## config.mk

```make
export PLATFORM = sky130hd
export DESIGN_NAME = l1_store_l2_port
export DESIGN_NICKNAME = d
export VERILOG_FILES = /design/src/rtl/l1_store_l2_port.sv
export SDC_FILE = /design/constraint.sdc
export NUM_CORES = 1
export LEC_CHECK = 0
export CORE_AREA = 3 3 486 488
export CTS_CLUSTER_SIZE = 8
export DETAILED_ROUTE_END_ITERATION = 8
export DIE_AREA = 0 0 489 491
export SYNTH_ARGS = -nofsm -noshare
export SYNTH_HDL_FRONTEND = slang
export SYNTH_SLANG_ARGS = --single-unit
```

## constraint.sdc

```tcl
create_clock -name clk -period 6.45 [get_ports clk]
set_input_delay 1.6125 -clock clk [delete_from_list [all_inputs] [get_ports clk]]
set_output_delay 1.6125 -clock clk [all_outputs]
set_load 0.1 [all_outputs]
```

## src/rtl/l1_store_l2_port.sv

```systemverilog
// l1_store_l2_port: forwards store / store_sync / flush requests from the L1
// store queue to the L2 request channel through a single registered packet
// slot, tracks outstanding entries per thread, and returns store-class
// completions from the L2 response channel to the store queue.
//
// Ports:
//   clk, reset                  clock, asynchronous active-low reset
//   sq_dequeue_*                store queue dequeue request; ack is combinational
//   l2_request_*                outbound packet (valid/ready handshake)
//   l2_response_*               inbound response beats (type 3 ignored)
//   storebuf_l2_response_*      1-cycle completion pulse with idx/status
//   storebuf_l2_sync_success    sync status for store_sync completions
//   port_error                  sticky protocol error, cleared only by reset
module l1_store_l2_port #(
    parameter int unsigned THREADS    = 4,
    parameter int unsigned LINE_BYTES = 64,
    parameter int unsigned ADDR_WIDTH = 32,
    localparam int unsigned ID_W      = (THREADS > 1) ? $clog2(THREADS) : 1,
    localparam int unsigned DATA_W    = 8 * LINE_BYTES
) (
    input  logic                  clk,
    input  logic                  reset,
    input  logic                  sq_dequeue_ready,
    input  logic [ADDR_WIDTH-1:0] sq_dequeue_addr,
    input  logic [ID_W-1:0]       sq_dequeue_idx,
    input  logic [LINE_BYTES-1:0] sq_dequeue_mask,
    input  logic [DATA_W-1:0]     sq_dequeue_data,
    input  logic                  sq_dequeue_synchronized,
    input  logic                  sq_dequeue_flush,
    output logic                  sq_dequeue_ack,
    output logic                  l2_request_valid,
    input  logic                  l2_request_ready,
    output logic [1:0]            l2_request_type,
    output logic [ID_W-1:0]       l2_request_id,
    output logic [ADDR_WIDTH-1:0] l2_request_addr,
    output logic [LINE_BYTES-1:0] l2_request_mask,
    output logic [DATA_W-1:0]     l2_request_data,
    input  logic                  l2_response_valid,
    input  logic [1:0]            l2_response_type,
    input  logic [ID_W-1:0]       l2_response_id,
    input  logic                  l2_response_status,
    output logic                  storebuf_l2_response_valid,
    output logic [ID_W-1:0]       storebuf_l2_response_idx,
    output logic                  storebuf_l2_sync_success,
    output logic                  port_error
);

    localparam logic [1:0] TYPE_STORE = 2'd0;
    localparam logic [1:0] TYPE_SYNC  = 2'd1;
    localparam logic [1:0] TYPE_FLUSH = 2'd2;
    localparam logic [1:0] TYPE_OTHER = 2'd3;

    typedef enum logic [0:0] {
        EMPTY = 1'b0,
        FULL  = 1'b1
    } state_t;

    state_t             state;
    state_t             state_next;
    logic [THREADS-1:0] outstanding;
    logic [THREADS-1:0] outstanding_next;
    logic [1:0]         sent_type [THREADS];
    logic [1:0]         req_type;
    logic               rsp_class;
    logic               rsp_known;
    logic               rsp_mismatch;

    // Packet slot state register
    always_ff @(posedge clk or negedge reset) begin
        if (!reset) begin
            state <= EMPTY;
        end else begin
            state <= state_next;
        end
    end

    // Accept decision and slot next-state; ack uses pre-edge outstanding bits
    always_comb begin
        state_next     = state;
        sq_dequeue_ack = 1'b0;
        if (sq_dequeue_ready && !outstanding[sq_dequeue_idx] &&
            ((state == EMPTY) || l2_request_ready)) begin
            sq_dequeue_ack = 1'b1;
        end
        case (state)
            EMPTY: if (sq_dequeue_ack) state_next = FULL;
            FULL:  if (l2_request_ready && !sq_dequeue_ack) state_next = EMPTY;
            default: state_next = EMPTY;
        endcase
    end

    assign l2_request_valid = (state == FULL);

    // Request type: flush wins over synchronized
    always_comb begin
        req_type = TYPE_STORE;
        if (sq_dequeue_flush) begin
            req_type = TYPE_FLUSH;
        end else if (sq_dequeue_synchronized) begin
            req_type = TYPE_SYNC;
        end
    end

    // Response classification
    always_comb begin
        rsp_class    = l2_response_valid && (l2_response_type != TYPE_OTHER);
        rsp_known    = outstanding[l2_response_id];
        rsp_mismatch = (sent_type[l2_response_id] != l2_response_type);
    end

    // Outstanding update: response clear and accept set never share an id
    always_comb begin
        outstanding_next = outstanding;
        if (rsp_class && rsp_known) begin
            outstanding_next[l2_response_id] = 1'b0;
        end
        if (sq_dequeue_ack) begin
            outstanding_next[sq_dequeue_idx] = 1'b1;
        end
    end

    // Packet register, tracking state and completion outputs
    always_ff @(posedge clk or negedge reset) begin
        if (!reset) begin
            l2_request_type            <= TYPE_STORE;
            l2_request_id              <= '0;
            l2_request_addr            <= '0;
            l2_request_mask            <= '0;
            l2_request_data            <= '0;
            outstanding                <= '0;
            for (int i = 0; i < int'(THREADS); i++) begin
                sent_type[i] <= TYPE_STORE;
            end
            storebuf_l2_response_valid <= 1'b0;
            storebuf_l2_response_idx   <= '0;
            storebuf_l2_sync_success   <= 1'b0;
            port_error                 <= 1'b0;
        end else begin
            if (sq_dequeue_ack) begin
                l2_request_type           <= req_type;
                l2_request_id             <= sq_dequeue_idx;
                l2_request_addr           <= sq_dequeue_addr;
                l2_request_mask           <= sq_dequeue_mask;
                l2_request_data           <= sq_dequeue_data;
                sent_type[sq_dequeue_idx] <= req_type;
            end
            outstanding <= outstanding_next;

            storebuf_l2_response_valid <= rsp_class && rsp_known;
            storebuf_l2_sync_success   <= rsp_class && rsp_known &&
                                          (l2_response_type == TYPE_SYNC) &&
                                          l2_response_status;
            if (rsp_class && rsp_known) begin
                storebuf_l2_response_idx <= l2_response_id;
            end

            // Unknown id or type mismatch both flag; mismatches still complete
            if (rsp_class && (!rsp_known || rsp_mismatch)) begin
                port_error <= 1'b1;
            end
        end
    end

endmodule

```

==> results.md <==
- FF+latch area: 0.01577 mm²
- Wire length of the first global-routing pass: 225.7 mm
- Clock latency at the later pin of the worst-skew pair: 0.72 ns
- DRC violation count after routing: 0
- Hold buffers post-CTS: 0
- Setup slack of the most critical reg-to-reg path: 3.42 ns
- Maximum fanout count along the critical path: 34
- I/O pins: 1241
- Vias in the first global route: 23.63k
- Worst setup slack after placement: 1.107 ns
- Number of clock sinks: 630
- Least-Margin Pin Slew: 1.313 ns
- Summed negative setup slack over all endpoints: 0 ns
- Total wire length: 175.5 mm
- Clk root buf: sky130_fd_sc_hd__clkbuf_16
- Peak clock frequency supported by timing: 187.8 MHz
- Time the final worst path needs with I/O delays and setup: 5.324 ns
- Data arrival time of the critical path: 3.71 ns
- Share of the synthesized area in the top cell type: 0.6529
- Maximum number of pins on one net before global-route repair: 159
- Clock tree buffer depth: 3
- Net count after synthesis: 3270
- Antenna violations before repair: 199
- Worst R2R Start: outstanding[3]$_DFF_PN0_
- Wire length per cell: 25.13 µm
- X dimension of the die: 489 µm
- Number of synthesized register bits: 630
- CTS tree: done
- Core Area: 0.2323 mm²
- Clock transition at the registers of the reported paths: 0.05 ns
- CTS buffer count: 95
- Highest cell delay on the worst timing path: 0.64 ns
- Final setup violation count: 0
- Type of element launching the critical path: primary input
- Number of nets in the layout: 4493
- H-tree lvl count: 3
- Number of vias after detailed routing: 23.11k
- Depth of the worst register-to-register path: 7
- Required time of the critical path: 4.84 ns
- RePlAce Congestion: 0.9275
- WP buf/inv: 3
- Routed via count divided by cell count: 3.309
- Filler cell count in the final layout: 25.84k
- RSZ-0062 raised after global routing: false
- Share of synthesized registers carrying an async set or reset: 1.000
- Max-Cap Viols: 0
- Critical path capture point type: output pin
- Worst setup path category: in2out
- Critical Path Source: sq_dequeue_idx[0]
- Result of the run: complete, no violations
- Area grow syn2layout: 74.45%
- Post-cts resize count: 0
- Pre-antenna DRT Iters: 8
- Synth top cells by count: sky130_fd_sc_hd__nand2_1 (1839), sky130_fd_sc_hd__dfrtp_1 (630), sky130_fd_sc_hd__buf_6 (65)
- Post-Syn Area: 0.02415 mm²
- Layout Skew: 0.03177 ns
- Crit-path leading delay family: buffers and inverters
- Hold WC Path Type: reg2reg
- Capture point of the critical path: sq_dequeue_ack
- Area of combinational cells with multiple inputs: 0.007286 mm²
- Post-synthesis cell type with the largest combined area: sky130_fd_sc_hd__dfrtp_1
- Post-DRT Antenna Nets: 0
- Cells traversed along the worst timing path: clkdlybuf4s50_1 > mux4_2 > or3_4 > inv_8 > buf_12
- Total global routing track utilization: 0.1412
- Capture instance of the worst register-to-register path: l2_request_addr[15]$_DFFE_PN0P_
- Stages on the worst setup path: 5
- Final clock period utilization by the worst path: 0.8254
- Overall die area: 0.2401 mm²
- Cells after synthesis: 2648
- Starting utilization of the core area: 0.1039
- Count of buffers from port buffering: 1240
- Number of enable flip-flop cells after synthesis: 0
- # rows: 177
- Max stage delay cell, worst path: sky130_fd_sc_hd__clkdlybuf4s50_1
- Most used flip-flop cell after synthesis: sky130_fd_sc_hd__dfrtp_1
- Distinct cell type count after synthesis: 27
- Layout cell share with drive strength beyond 1: 0.06973
- Cell types with the largest area share after synthesis: sky130_fd_sc_hd__dfrtp_1 (65%), sky130_fd_sc_hd__nand2_1 (29%), sky130_fd_sc_hd__buf_6 (3.0%)
- Yosys Warn Count: 0
- Max-slew violations: 0
- Final hold slack: 0.4680 ns
- Portion of the post-synthesis area used by sequential elements: 0.6529
- Drt first-iter violations: 1259
- Relative max-transition margin: 0.1219
- Number of setup buffers added after CTS: 0
- Final worst setup slack: 1.126 ns
- Detailed Place HPWL: 146.5 mm
- Count of final hold-check violations: 0
- Mean Syn Cell Area: 9.119 µm²
- Final global-route overflow total: 0
- Die boundary height: 491 µm
- Most frequent cell after synthesis: sky130_fd_sc_hd__nand2_1
-- metal layers --
metal | GRT usage | routed length, µm | vias up
li1 | - | - | 10470
met1 | 0.1605 | 68010 | 10930
met2 | 0.2166 | 75660 | 1209
met3 | 0.08456 | 24620 | 361
met4 | 0.05039 | 6276 | 146
met5 | 0 | 959 | -
-- how the worst min path moves through the flow --
| stage | from | end | slack [ns] | depth (start not counted) |
|---|---|---|---|---|
| after floorplan | sent_type[6]$_DFFE_PN0P_ | sent_type[6]$_DFFE_PN0P_ | 0.45 | 1 |
| after global placement | l2_request_data[418]$_DFFE_PN0P_ | l2_request_data[418]$_DFFE_PN0P_ | 0.46 | 2 |
| final | l2_request_data[324]$_DFFE_PN0P_ | l2_request_data[324]$_DFFE_PN0P_ | 0.47 | 2 |
| after detailed placement | l2_request_data[85]$_DFFE_PN0P_ | l2_request_data[85]$_DFFE_PN0P_ | 0.46 | 2 |
| after global routing | l2_request_mask[17]$_DFFE_PN0P_ | l2_request_mask[17]$_DFFE_PN0P_ | 0.49 | 2 |
| after CTS | l2_request_data[382]$_DFFE_PN0P_ | l2_request_data[382]$_DFFE_PN0P_ | 0.47 | 2 |
-- placed cells by master (no fill, tap or decap), drive strengths merged, types with 2 or more instances in the layout --
master / count
nand2: 1839
clkdlybuf4s50: 1127
dfrtp: 630
buf: 138
clkbuf: 111
diode: 41
mux2: 10
clkinv: 10
inv: 6
mux4: 4
a21o: 4
nor2b: 2
o21bai: 2
nand3b: 2
nor3b: 2
bufinv: 2
nor3: 2
-- state kept, by name, summed over array words and instances (netlist names) --
signal	cells
l2_request_type	2
l2_request_addr	32
storebuf_l2_sync_success	1
l2_request_valid	1
l2_request_data	512
l2_request_id	2
storebuf_l2_response_idx	2
sent_type	8
outstanding	4
port_error	1
l2_request_mask	64
storebuf_l2_response_valid	1
-- cells by family after synthesis --
family,count (synthesis),share of synthesized area
simple gates,1853,0.2904
flops,630,0.6529
buf+inv,142,0.04560
mux,14,0.008394
compound gates,9,0.002746
-- through the flow --
| step | cell area (µm²) | utilization | cells |
|---|---|---|---|
| floorplan | 24150 | - | 2648 |
| global placement | 39290 | 0.1691 | 6817 |
| detailed placement | 39290 | 0.1691 | 6817 |
| CTS | 42020 | 0.1809 | 6944 |
| global route | 42050 | 0.1810 | 6954 |
| finish | 42120 | 0.1813 | 6985 |
-- layout make-up --
type                       count  area share
clock buffer                 111     0.05905
timing repair buffer        1265      0.2947
antenna                       41    0.002436
tap                         3043     0.09039
clock inverter                16    0.005822
inverter                       3   0.0004455
multi-input combinational   1876      0.1730
sequential                   630      0.3743
-- tightest hold or removal path, cell delays in order, from the launching register on --
cell and delay (ns):
sky130_fd_sc_hd__dfrtp_1 0.33, sky130_fd_sc_hd__nand2_1 0.05, sky130_fd_sc_hd__nand2_1 0.06
Power is not shown: default switching activity piles up to over one toggle a cycle in this logic, so the estimate is an artifact.
